===== config.mk =====
export PLATFORM = sky130hd
export DESIGN_NAME = shift_reg_piso_tx
export DESIGN_NICKNAME = d
export VERILOG_FILES = /design/src/rtl/shift_reg_piso_tx.sv
export SDC_FILE = /design/constraint.sdc
export NUM_CORES = 1
export LEC_CHECK = 0
export BUFFER_PORTS_ARGS = -buffer_cell sky130_fd_sc_hd__buf_2
export CAP_MARGIN = 20
export CORE_AREA = 5 5 42 44
export DETAILED_ROUTE_END_ITERATION = 10
export DIE_AREA = 0 0 47 49
export GPL_ROUTABILITY_DRIVEN = 1
export GPL_TIMING_DRIVEN = 0
export HOLD_SLACK_MARGIN = 0.06
export PLACE_DENSITY_LB_ADDON = 0.05
export SLEW_MARGIN = 0
export SYNTH_ARGS = -nofsm -noshare
export SYNTH_HDL_FRONTEND = slang
export SYNTH_SLANG_ARGS = --single-unit

===== constraint.sdc =====
create_clock -name clk -period 2 [get_ports clk]
set_input_delay 0.4 -clock clk [delete_from_list [all_inputs] [get_ports clk]]
set_output_delay 0.4 -clock clk [all_outputs]
set_load 0.05 [all_outputs]

===== src/rtl/shift_reg_piso_tx.sv =====
// Parallel-in / serial-out transmitter: valid/ready word load, one bit per clock on q,
// with q_valid qualifier and a done pulse on the last bit; back-to-back words without gaps.
module shift_reg_piso_tx #(
  parameter int unsigned WIDTH     = 4,
  parameter bit          MSB_FIRST = 1'b1
) (
  input  logic             clk,
  input  logic             reset,
  input  logic [WIDTH-1:0] data_in,
  input  logic             load_valid,
  output logic             load_ready,
  output logic             q,
  output logic             q_valid,
  output logic             busy,
  output logic             done
);

  localparam int unsigned CW = (WIDTH > 1) ? $clog2(WIDTH) : 1;
  localparam logic [CW-1:0] CNT_LAST = CW'(WIDTH - 1);

  typedef enum logic {
    IDLE  = 1'b0,
    SHIFT = 1'b1
  } state_t;

  state_t           state, state_nx;
  logic [WIDTH-1:0] sreg, sreg_nx;
  logic [CW-1:0]    cnt, cnt_nx;
  logic             q_nx, q_valid_nx, busy_nx, done_nx;
  logic             accept;

  logic             load_first, shift_bit;
  logic [WIDTH-1:0] load_rest, shift_rest;

  // Bit selection and shift direction follow the transmit order
  always_comb begin
    if (MSB_FIRST) begin
      load_first = data_in[WIDTH-1];
      load_rest  = data_in << 1;
      shift_bit  = sreg[WIDTH-1];
      shift_rest = sreg << 1;
    end else begin
      load_first = data_in[0];
      load_rest  = data_in >> 1;
      shift_bit  = sreg[0];
      shift_rest = sreg >> 1;
    end
  end

  // Ready while idle or while the last bit of the current word is on q
  assign load_ready = reset && ((state == IDLE) || (cnt == '0));
  assign accept     = load_valid && load_ready;

  always_comb begin
    state_nx   = state;
    sreg_nx    = sreg;
    cnt_nx     = cnt;
    q_nx       = 1'b0;
    q_valid_nx = 1'b0;
    busy_nx    = 1'b0;
    done_nx    = 1'b0;
    case (state)
      IDLE: begin
        if (accept) begin
          state_nx   = SHIFT;
          q_nx       = load_first;
          sreg_nx    = load_rest;
          cnt_nx     = CNT_LAST;
          q_valid_nx = 1'b1;
          busy_nx    = 1'b1;
        end
      end
      SHIFT: begin
        if (cnt != '0) begin
          q_nx       = shift_bit;
          sreg_nx    = shift_rest;
          cnt_nx     = cnt - CW'(1);
          q_valid_nx = 1'b1;
          busy_nx    = 1'b1;
          done_nx    = (cnt == CW'(1));
        end else if (accept) begin
          q_nx       = load_first;
          sreg_nx    = load_rest;
          cnt_nx     = CNT_LAST;
          q_valid_nx = 1'b1;
          busy_nx    = 1'b1;
        end else begin
          state_nx = IDLE;
        end
      end
      default: state_nx = IDLE;
    endcase
  end

  always_ff @(posedge clk or negedge reset) begin
    if (!reset) begin
      state   <= IDLE;
      sreg    <= '0;
      cnt     <= '0;
      q       <= 1'b0;
      q_valid <= 1'b0;
      busy    <= 1'b0;
      done    <= 1'b0;
    end else begin
      state   <= state_nx;
      sreg    <= sreg_nx;
      cnt     <= cnt_nx;
      q       <= q_nx;
      q_valid <= q_valid_nx;
      busy    <= busy_nx;
      done    <= done_nx;
    end
  end

endmodule


==> metrics, run 1 <==
simple-gate portion of the synthesized area 12.94%; worst vdd ir 0.5346 mV; Iter 0 DRT Violations 7; clk sink count 9; Num CTS Buffers 3; minimum clock period 1790 ps; Final Hold Vio Count 0; DR vias/cell 4.582; syn_nets 42; Leakage 0.2612 nW; WS Path Type register to output port; clk_lat worst skew 250 ps; Compound-Gate Fraction of Synth Area 14.24%; Core Area 1401 µm²; clock transition at the registers of the reported paths 60 ps; CP startpoint kind register; largest family of logic cells by synthesized area compound AO/OA/AOI/OAI gates; Buffers on Ports 11; share of cells above drive strength 1 39.22%; starting density of the core 27.59%; count of pins over their slew limit 0; DRC violations left 0; Syn Inst Count 35; area share of fa/ha/maj cells after synthesis 0%; Crit path max-delay family flip-flops; Avg WL per Cell 11.42 µm; Root Driver clkbuf_4; Synth Area per Inst 11.05 µm²; ranking of synthesized cells by area dfrtp_1, mux2i_1, a21oi_1; Post-CTS Setup Inserts 0; Die W 47 µm; GRT Overall Usage 7.610%; period utilization 89.50%; nets 59; CP Cell Sequence o21ai_2 > buf_6 > and2_2 > buf_2; die area 2303 µm²; synth warn 0; largest net degree at the start of global routing 11; share of the synthesized area in the top cell type 58.25%; dpl hpwl 562.3 µm; Yosys reg bits 9; post-CTS sizing 0; Slew @ Worst Pin 412.6 ps; Vert. Die Dim 49 µm; FMAX 558.6 MHz; CP arrival 1390 ps; # IOs 12; TNS Setup 0 ps; worst min path class primary input to register; Synth area leader dfrtp_1; Antenna diodes 0; fin util 35.54%; GR Overflow Total 0; Buf/Inv on CP 2; area growth from synthesis to layout 28.80%; Maximum Capacitance Violations 0; CP max stage cell dfrtp_1; GP Congestion 0.6798; xor and xnor area share after synthesis 0%; final setup fails 0; num rows 14; initial antenna violation count 0; first-pass GRT wire length 1255 µm; drt first pass iters 4; CTS tree built; Crit. End Element output port; via count 307; status complete, no violations; Worst EP required 1600 ps; Max Root-Sink Buffers 2; final WL 765 µm; Final ANT Viol Nets 0; Slew Limit Headroom 72.40%; Crit Path Max Fanout 10; power density over the cells 1817 nW/µm²; H-tree depth 1; Synth cell types 16; RSZ-0062 raised after global routing no; critical path's largest stage delay 420 ps; Synth Cell Area 386.6 µm²; sequential share of the synthesized area 58.25%; vias in the first global route 299; Final Skew 1.643 ps; mux cell area share after synthesis 7.767%
final timing paths:
kind                                      to  slack (ps)              from  cells after the start
max reg2reg                      q$_DFF_PN0_        1000  cnt[0]$_DFF_PN0_                      4
max                               load_ready         210  cnt[0]$_DFF_PN0_                      4
min                              q$_DFF_PN0_         410        data_in[3]                      3
max in group asynchronous  sreg[2]$_DFF_PN0_        1030             reset                      2
min in group asynchronous   cnt[1]$_DFF_PN0_         680             reset                      2
min reg2reg                   done$_DFF_PN0_         520  cnt[1]$_DFF_PN0_                      1
worst min-delay path: cells and delay by family:
family          cells  cell delay, ps
buf+inv             1              70
compound gates      1              80
simple gates        1              70
metrics by stage:
stage                     cells  total power, W  setup slack (ps)  hold WS (ps)  instance area (µm²)
after floorplan              35       0.0006758             348.6         104.4                386.6
after global placement       62       0.0007591             484.3         287.5                461.7
after detailed placement     62       0.0007779             470.7         296.1                461.7
after CTS                    67       0.0009210             187.2         412.4                498.0
after global routing         67       0.0009807             106.0         451.8                498.0
final                        67       0.0009048             209.9         412.5                498.0
kinds of logic after synthesis:
family,after synthesis
AOI/OAI and AO/OA,9
buffers and inverters,4
DFF,9
muxes,3
and+or+nand+nor,10
where the power goes:
group / switching, W / internal, W / total [W] / leakage [nW]
Clock: 0.0000598 / 0.0000767 / 0.000136 / 0.0150
Combinational: 0.000293 / 0.000146 / 0.000438 / 0.137
Sequential: 0.0000663 / 0.000264 / 0.000330 / 0.109
Total: 0.000419 / 0.000486 / 0.000905 / 0.261
layout by cell type, fill, tap and decap left out, drive strengths merged:
cell and instances:
a31oi 2, inv 2, o21ai 2, and3 1, clkbuf 4, mux2i 3
a21oi 4, and2 1, buf 13, dlygate4sd3 1, a221oi 1, dfrtp 9
nand4 1, nand2 3, nor2 4
final cells by class:
type / instances / area, µm²
Clock buffer: 4 / 26.28
Tap cell: 16 / 20.02
Buffer: 2 / 18.77
Fill cell: 156 / 903.4
Inverter: 2 / 7.507
Sequential cell: 9 / 225.2
Timing Repair Buffer: 12 / 65.06
Multi-Input combinational cell: 22 / 135.1
cells in the mapped netlist, drive strengths merged:
cell    count
a21oi       4
a221oi      1
a31oi       2
nand2       3
inv         2
mux2i       3
and2        1
and3        1
dfrtp       9
nand4       1
nor2        4
buf         2
o21ai       2
routing by layer:
layer | vias to the layer above | share of wire [%] | GRT usage [%]
met5 | - | 0 | 0
met4 | 0 | 0 | 2.765
met3 | 0 | 7.8 | 4.428
met2 | 10 | 50 | 11.54
met1 | 145 | 43 | 8.617
li1 | 152 | - | -
state kept, by name, summed over array words and instances (netlist names):
signal / flops
state: 1
cnt: 2
sreg: 4
q: 1
done: 1
what timing repair did:
action / 4_1_cts / 5_1_grt
endpoints found under the hold margin: 9 / 0
endpoints found under the setup margin: 0 / 0
hold buffers: 1 / 0
No activity file was read; power rests on OpenSTA's default activity.
==> inputs of run 2 (changes only) <==
--- a/config.mk
+++ b/config.mk
@@ -5,6 +5,7 @@
 export SDC_FILE = /design/constraint.sdc
 export NUM_CORES = 1
 export LEC_CHECK = 0
+export ABC_AREA = 1
 export BUFFER_PORTS_ARGS = -buffer_cell sky130_fd_sc_hd__buf_2
 export CAP_MARGIN = 20
 export CORE_AREA = 5 5 42 44
==> constraint.sdc (replaced) <==
create_clock -name clk -period 1.7 [get_ports clk]
set_input_delay 0.34 -clock clk [delete_from_list [all_inputs] [get_ports clk]]
set_output_delay 0.34 -clock clk [all_outputs]
set_load 0.05 [all_outputs]
==> metrics, run 2 <==
status complete, no violations; Iter 0 DRT Violations 10 (+3); clk_lat worst skew 260 ps (about the same); vias in the first global route 331 (+11%); Largest register FFs 4 (unchanged); fin util 38.48% (+2.9 points); Core Area 1401 µm² (unchanged); Worst EP required 1360 ps (-240 ps); RSZ-0062 raised after global routing no; biggest regs sreg: 4 flops, cnt: 2 flops; top-count cell post-synth nand2_1; Placed Area 496.7 µm² (+7.6%); power density over the cells 2175 nW/µm² (+20%); Leakage 0.2871 nW (+9.9%); FMAX 620.3 MHz; Slew Limit Headroom 72.71% (+0.30 points); final WL 793 µm (+3.7%); initial antenna violation count 0 (unchanged); GR Overflow Total 0 (unchanged); starting density of the core 30.09% (+2.5 points); minimum clock period 1612 ps; syn_nets 54 (+29%); Reg area 225.2 µm² (unchanged); number of synthesized flops with an enable pin 0 (unchanged); Post-CTS Setup Inserts 0 (unchanged); worst min path class primary input to register; Antenna diodes 0 (unchanged); CP startpoint kind register; CP Cell Sequence nand2_1 > nand2_4 > nor2_4 > buf_6; commonest cells after routing, fill and taps aside nand2_1, buf_2, dfrtp_1, nor2_1, inv_1; H-tree depth 1 (unchanged); DRC violations left 0 (unchanged); Buffers on Ports 11 (unchanged); Slew @ Worst Pin 408.1 ps (-4.559 ps); Layout Cells excl Fill 79 (+18%); first-pass GRT wire length 1386 µm (+10%); nets 71 (+20%); TNS Setup 0 ps (unchanged); Crit. End Element output port; largest net degree at the start of global routing 10 (-1); worst vdd ir 0.6641 mV (+24%); Die W 47 µm (unchanged); Num CTS Buffers 3 (unchanged); synth warn 0 (unchanged); Yosys reg bits 9 (unchanged); sequential share of the synthesized area 53.41% (-4.8 points); Avg WL per Cell 10.04 µm (-12%); Root Driver clkbuf_4; # fillers 151 (-3.2%); Maximum Capacitance Violations 0 (unchanged); Reg with most FFs sreg; Synth Cell Area 421.7 µm² (+9.1%); dpl hpwl 579.4 µm (+3.0%); Final Skew 0.3138 ps (-1.329 ps); num rows 14 (unchanged); Placed Cells 74 (+19%); critical path's largest stage delay 410 ps (about the same); period utilization 94.83%; count of pins over their slew limit 0 (unchanged); ranking of synthesized cells by area dfrtp_1, nand2_1, nor2_1; area growth from synthesis to layout 27.89%; pre-CTS WS 129.6 ps (-341.2 ps); Most used DFF post-synth dfrtp_1; CP max stage cell dfrtp_1; Synth Area per Inst 8.971 µm² (-19%); drt first pass iters 4 (unchanged); CTS tree built; Vert. Die Dim 49 µm (unchanged); WS Path Type register to output port; share of cells above drive strength 1 31.75% (-7.5 points); top post-synthesis cells by count nand2_1, dfrtp_1, nor2_1, inv_1, nand3_1; Synth area leader dfrtp_1; clock transition at the registers of the reported paths 60 ps (about the same); CP arrival 1270 ps (-120 ps); Syn Inst Count 47 (+34%); area of the multi-input gates 160.2 µm² (+19%); GP Congestion 0.6683 (-1.7%); GRT Overall Usage 8.440% (+0.83 points); via count 344 (+12%); final setup fails 0 (unchanged); die area 2303 µm² (unchanged); worst setup margin 87.95 ps (-122.0 ps); Final Hold Vio Count 0 (unchanged); share of the synthesized area in the top cell type 53.41% (-4.8 points); Synth cell types 14 (-2); Async SR Flop Fraction 100.0% (unchanged); Max Root-Sink Buffers 2 (unchanged); clk sink count 9 (unchanged); DR vias/cell 4.354 (-5.0%); # IOs 12 (unchanged); Final Instance Area 539.3 µm² (+8.3%); Final ANT Viol Nets 0 (unchanged); Crit Path Max Fanout 6 (-4)
## run 2: changes by cell type after synthesis, moves of 2 or more
cell and change:
nand2_1 +8, nand3_1 +4, inv_1 +4, nor2_1 +4, or2_0 +2, mux2i_1 -3
a31oi_1 -2, a21oi_1 -3
## run 2: cell type report
cell class	count	share of cell area, %
plain buffers	1	1.392
clock buffers	4	4.872
inverters	7	5.336
multi-input cells	30	29.70
flip-flops and latches	9	41.76
well taps	16	3.712
repair buffers	12	13.23
## run 2: kinds of logic (layout without fill, tap and decap cells)
kind of cell | count (synthesis) | in the layout | share of synthesized area [%]
AO/OA/AOI/OAI | 4 | 4 | 8.901
flip-flops | 9 | 9 | 53.41
buffers and inverters | 8 | 24 | 8.607
AND/OR/NAND/NOR | 26 | 26 | 29.08
## run 2: critical path: cells and delay by family (launching register included)
| kind | cells | cell delay, ps |
|---|---|---|
| buffers and inverters | 1 | 190 |
| flip-flops | 1 | 410 |
| AND/OR/NAND/NOR | 3 | 410 |
## run 2: metrics by stage
stage | total power [W] | hold WS [ps]
floorplan | 0.0008739 | 44.41
global placement | 0.001005 | 213.8
detailed placement | 0.001004 | 216.7
CTS | 0.001186 | 308.1
global route | 0.001265 | 325.3
finish | 0.001173 | 309.3
## run 2: path summary, 6_finish.rpt
kind | start | to | slack (ps) | cells past startpoint
max | state$_DFF_PN0_ | load_ready | 90 | 4
min | data_in[3] | q$_DFF_PN0_ | 310 | 3
max reg2reg | state$_DFF_PN0_ | sreg[1]$_DFF_PN0_ | 580 | 6
min reg2reg | cnt[1]$_DFF_PN0_ | done$_DFF_PN0_ | 470 | 1
max in group asynchronous | reset | sreg[2]$_DFF_PN0_ | 860 | 2
min in group asynchronous | reset | cnt[0]$_DFF_PN0_ | 560 | 2
## run 2: metal layers
metal / GRT usage [%] / up-vias / part of all wire (%)
met1: 11.46 / 157 / 47
met3: 5.535 / 0 / 7.6
met4: 1.382 / 0 / 0
met5: 0 / - / 0
met2: 11.31 / 11 / 45
li1: - / 176 / -
## run 2: power breakdown
part / leakage, nW / switching, W / internal, W
registers: 0.110 / 0.0000518 / 0.000312
logic: 0.163 / 0.000442 / 0.000200
clock network: 0.0150 / 0.0000759 / 0.0000906
total: 0.287 / 0.000570 / 0.000603
## run 2: timing repair
item | 4_1_cts | 5_1_grt
gates cloned | 0 | 0
resized for setup | 1 | 1
hold buffers | 1 | 0
endpoints found under the setup margin | 1 | 1
hold endpoints to repair | 9 | 0
==> inputs of run 3 (changes only) <==
--- a/config.mk
+++ b/config.mk
@@ -7,7 +7,6 @@
 export LEC_CHECK = 0
 export ABC_AREA = 1
 export BUFFER_PORTS_ARGS = -buffer_cell sky130_fd_sc_hd__buf_2
-export CAP_MARGIN = 20
 export CORE_AREA = 5 5 42 44
 export DETAILED_ROUTE_END_ITERATION = 10
 export DIE_AREA = 0 0 47 49
@@ -15,7 +14,6 @@
 export GPL_TIMING_DRIVEN = 0
 export HOLD_SLACK_MARGIN = 0.06
 export PLACE_DENSITY_LB_ADDON = 0.05
-export SLEW_MARGIN = 0
 export SYNTH_ARGS = -nofsm -noshare
 export SYNTH_HDL_FRONTEND = slang
 export SYNTH_SLANG_ARGS = --single-unit
==> constraint.sdc (replaced) <==
create_clock -name clk -period 1.7 [get_ports clk]
set_input_delay 0.425 -clock clk [delete_from_list [all_inputs] [get_ports clk]]
set_output_delay 0.425 -clock clk [all_outputs]
set_load 0.05 [all_outputs]
==> metrics, run 3 (synthesized netlist as in run 2, its figures left out) <==
power density over the cells 2182 nW/µm² (+0.34%); commonest non-fill, non-tap cell in the layout buf_2; worst reg2reg path endpoint sreg[3]$_DFF_PN0_; CP Cell Sequence nand2_1 > nand2_4 > nor2_4 > buf_6; count of pins over their slew limit 0 (unchanged); area growth from synthesis to layout 30.27%; reg-to-reg startpoint state$_DFF_PN0_; total chip power 0.001199 W (+2.2%); Vert. Die Dim 49 µm (unchanged); CTS tree built; Reg2Reg Depth 7 (+1); Reg with most FFs sreg; Iter 0 DRT Violations 10 (unchanged); Worst path depth 4 (unchanged); vias in the first global route 339 (+2.4%); Reg area 225.2 µm² (unchanged); end of the critical path load_ready; num rows 14 (unchanged); Root Driver clkbuf_4; largest net degree at the start of global routing 10 (unchanged); Crit Path Max Fanout 5 (-1); WS Path Type register to output port; final setup fails 0 (unchanged); starting density of the core 30.09% (unchanged); Antenna diodes 0 (unchanged); Core Area 1401 µm² (unchanged); worst vdd ir 0.6675 mV (+0.51%); H-tree depth 1 (unchanged); final WL 816 µm (+2.9%); Buffers on Ports 11 (unchanged); GRT Overall Usage 8.652% (+0.21 points); FMAX 617.9 MHz (-0.39%); DRC violations left 0 (unchanged); Max Root-Sink Buffers 2 (unchanged); critical path's largest stage delay 420 ps (about the same); Buf/Inv on CP 1 (unchanged); clock transition at the registers of the reported paths 60 ps (about the same); first-pass GRT wire length 1421 µm (+2.5%); Num CTS Buffers 3 (unchanged); initial antenna violation count 0 (unchanged); Largest register FFs 4 (unchanged); Avg WL per Cell 10.20 µm (+1.6%); GR Overflow Total 0 (unchanged); dpl hpwl 579.4 µm (unchanged); via count 341 (-0.87%); Fin Hold WS 395.4 ps (+86.06 ps); RSZ-0062 raised after global routing no; area of the multi-input gates 162.7 µm² (+1.6%); FF-to-FF setup slack 530 ps (-50 ps); CP startpoint kind register; share of cells above drive strength 1 34.38% (+2.6 points); die area 2303 µm² (unchanged); CP arrival 1190 ps (-80 ps); GRT met1 Usage 11.91% (+0.45 points); worst min path class primary input to register; nets 72 (+1.4%); Crit path max-delay family flip-flops; minimum clock period 1618 ps (+6.309 ps); GP Congestion 0.6683 (unchanged); clk sink count 9 (unchanged); status complete, no violations; Leakage 0.2925 nW (+1.9%); Crit. End Element output port; Final Hold Vio Count 0 (unchanged); CP max stage cell dfrtp_1; Slew Limit Headroom 71.88% (-0.82 points); Final ANT Viol Nets 0 (unchanged); clk_lat worst skew 260 ps (about the same); # IOs 12 (unchanged); period utilization 95.20% (+0.37 points); Maximum Capacitance Violations 0 (unchanged); Setup crit start state$_DFF_PN0_; Die W 47 µm (unchanged); drt first pass iters 5 (+1); GR Util met3 5.535% (unchanged); biggest regs sreg: 4 flops, cnt: 2 flops; most crowded layer after global routing met1; # fillers 150 (-0.66%); commonest cells after routing, fill and taps aside buf_2, nand2_1, dfrtp_1, nor2_1, inv_1; met2 Use GR 11.54% (+0.23 points); Slew @ Worst Pin 420.4 ps (+12.33 ps); Placed Cells 74 (unchanged); Final Skew 0.4808 ps (+0.1670 ps); DR vias/cell 4.263 (-2.1%); Layout Cells excl Fill 80 (+1.3%); Worst EP required 1270 ps (-90 ps)
run 3: cell types whose count changed in the layout (fill, tap and decap cells not counted), sizes merged:
cell and delta:
buf +1
run 3: worst min path at each step:
stage	slack [ps]	to	start	cells past startpoint
after floorplan	130	cnt[0]$_DFF_PN0_	reset	0
after global placement	300	done$_DFF_PN0_	reset	1
after detailed placement	300	done$_DFF_PN0_	reset	1
after CTS	390	q$_DFF_PN0_	data_in[3]	3
after global routing	410	q$_DFF_PN0_	data_in[3]	3
final	400	q$_DFF_PN0_	data_in[3]	3
run 3: layout make-up:
type,count,share of cell area (%)
Sequential cell,9,41.00
Inverter,7,5.239
Multi-Input combinational cell,30,29.61
Buffer,1,1.367
Tap cell,16,3.645
Timing Repair Buffer,13,14.35
Clock buffer,4,4.784
run 3: where the power goes:
group,leakage [nW],switching [W],internal (W)
clock,0.0150,0.0000759,0.0000906
combinational,0.168,0.000446,0.000218
sequential,0.110,0.0000560,0.000312
total,0.293,0.000578,0.000621
run 3: tightest hold or removal path, delay by kind of cell:
family                 cells  cell delay (ps)
and+or+nand+nor            2              120
buffers and inverters      1               80
run 3: routing by layer:
metal  vias to the layer above  part of all wire (%)
met3                         0                   6.7
met4                         0                     0
met5                         -                     0
li1                        177                     -
met2                        12                    45
met1                       152                    48
run 3: timing repair:
item                                   in CTS  in global routing
cloned                                      0                  0
setup buffers                               1                  0
setup endpoints to repair                   1                  1
pin swaps                                   1                  0
endpoints found under the hold margin       9                  0
gates resized for setup                     2                  1
hold buffers                                1                  0
run 3: metrics by stage:
step                      setup TNS, ps  area, µm²  utilization, %  worst slack (ps)
after floorplan                       0      421.7               -             81.53
after detailed placement         -40.44      496.7           35.45            -40.44
after global routing                  0      549.3           39.20             16.53
after CTS                             0      546.8           39.02             36.75
final                                 0      549.3           39.20             81.64
after global placement           -27.72      496.7           35.45            -27.72
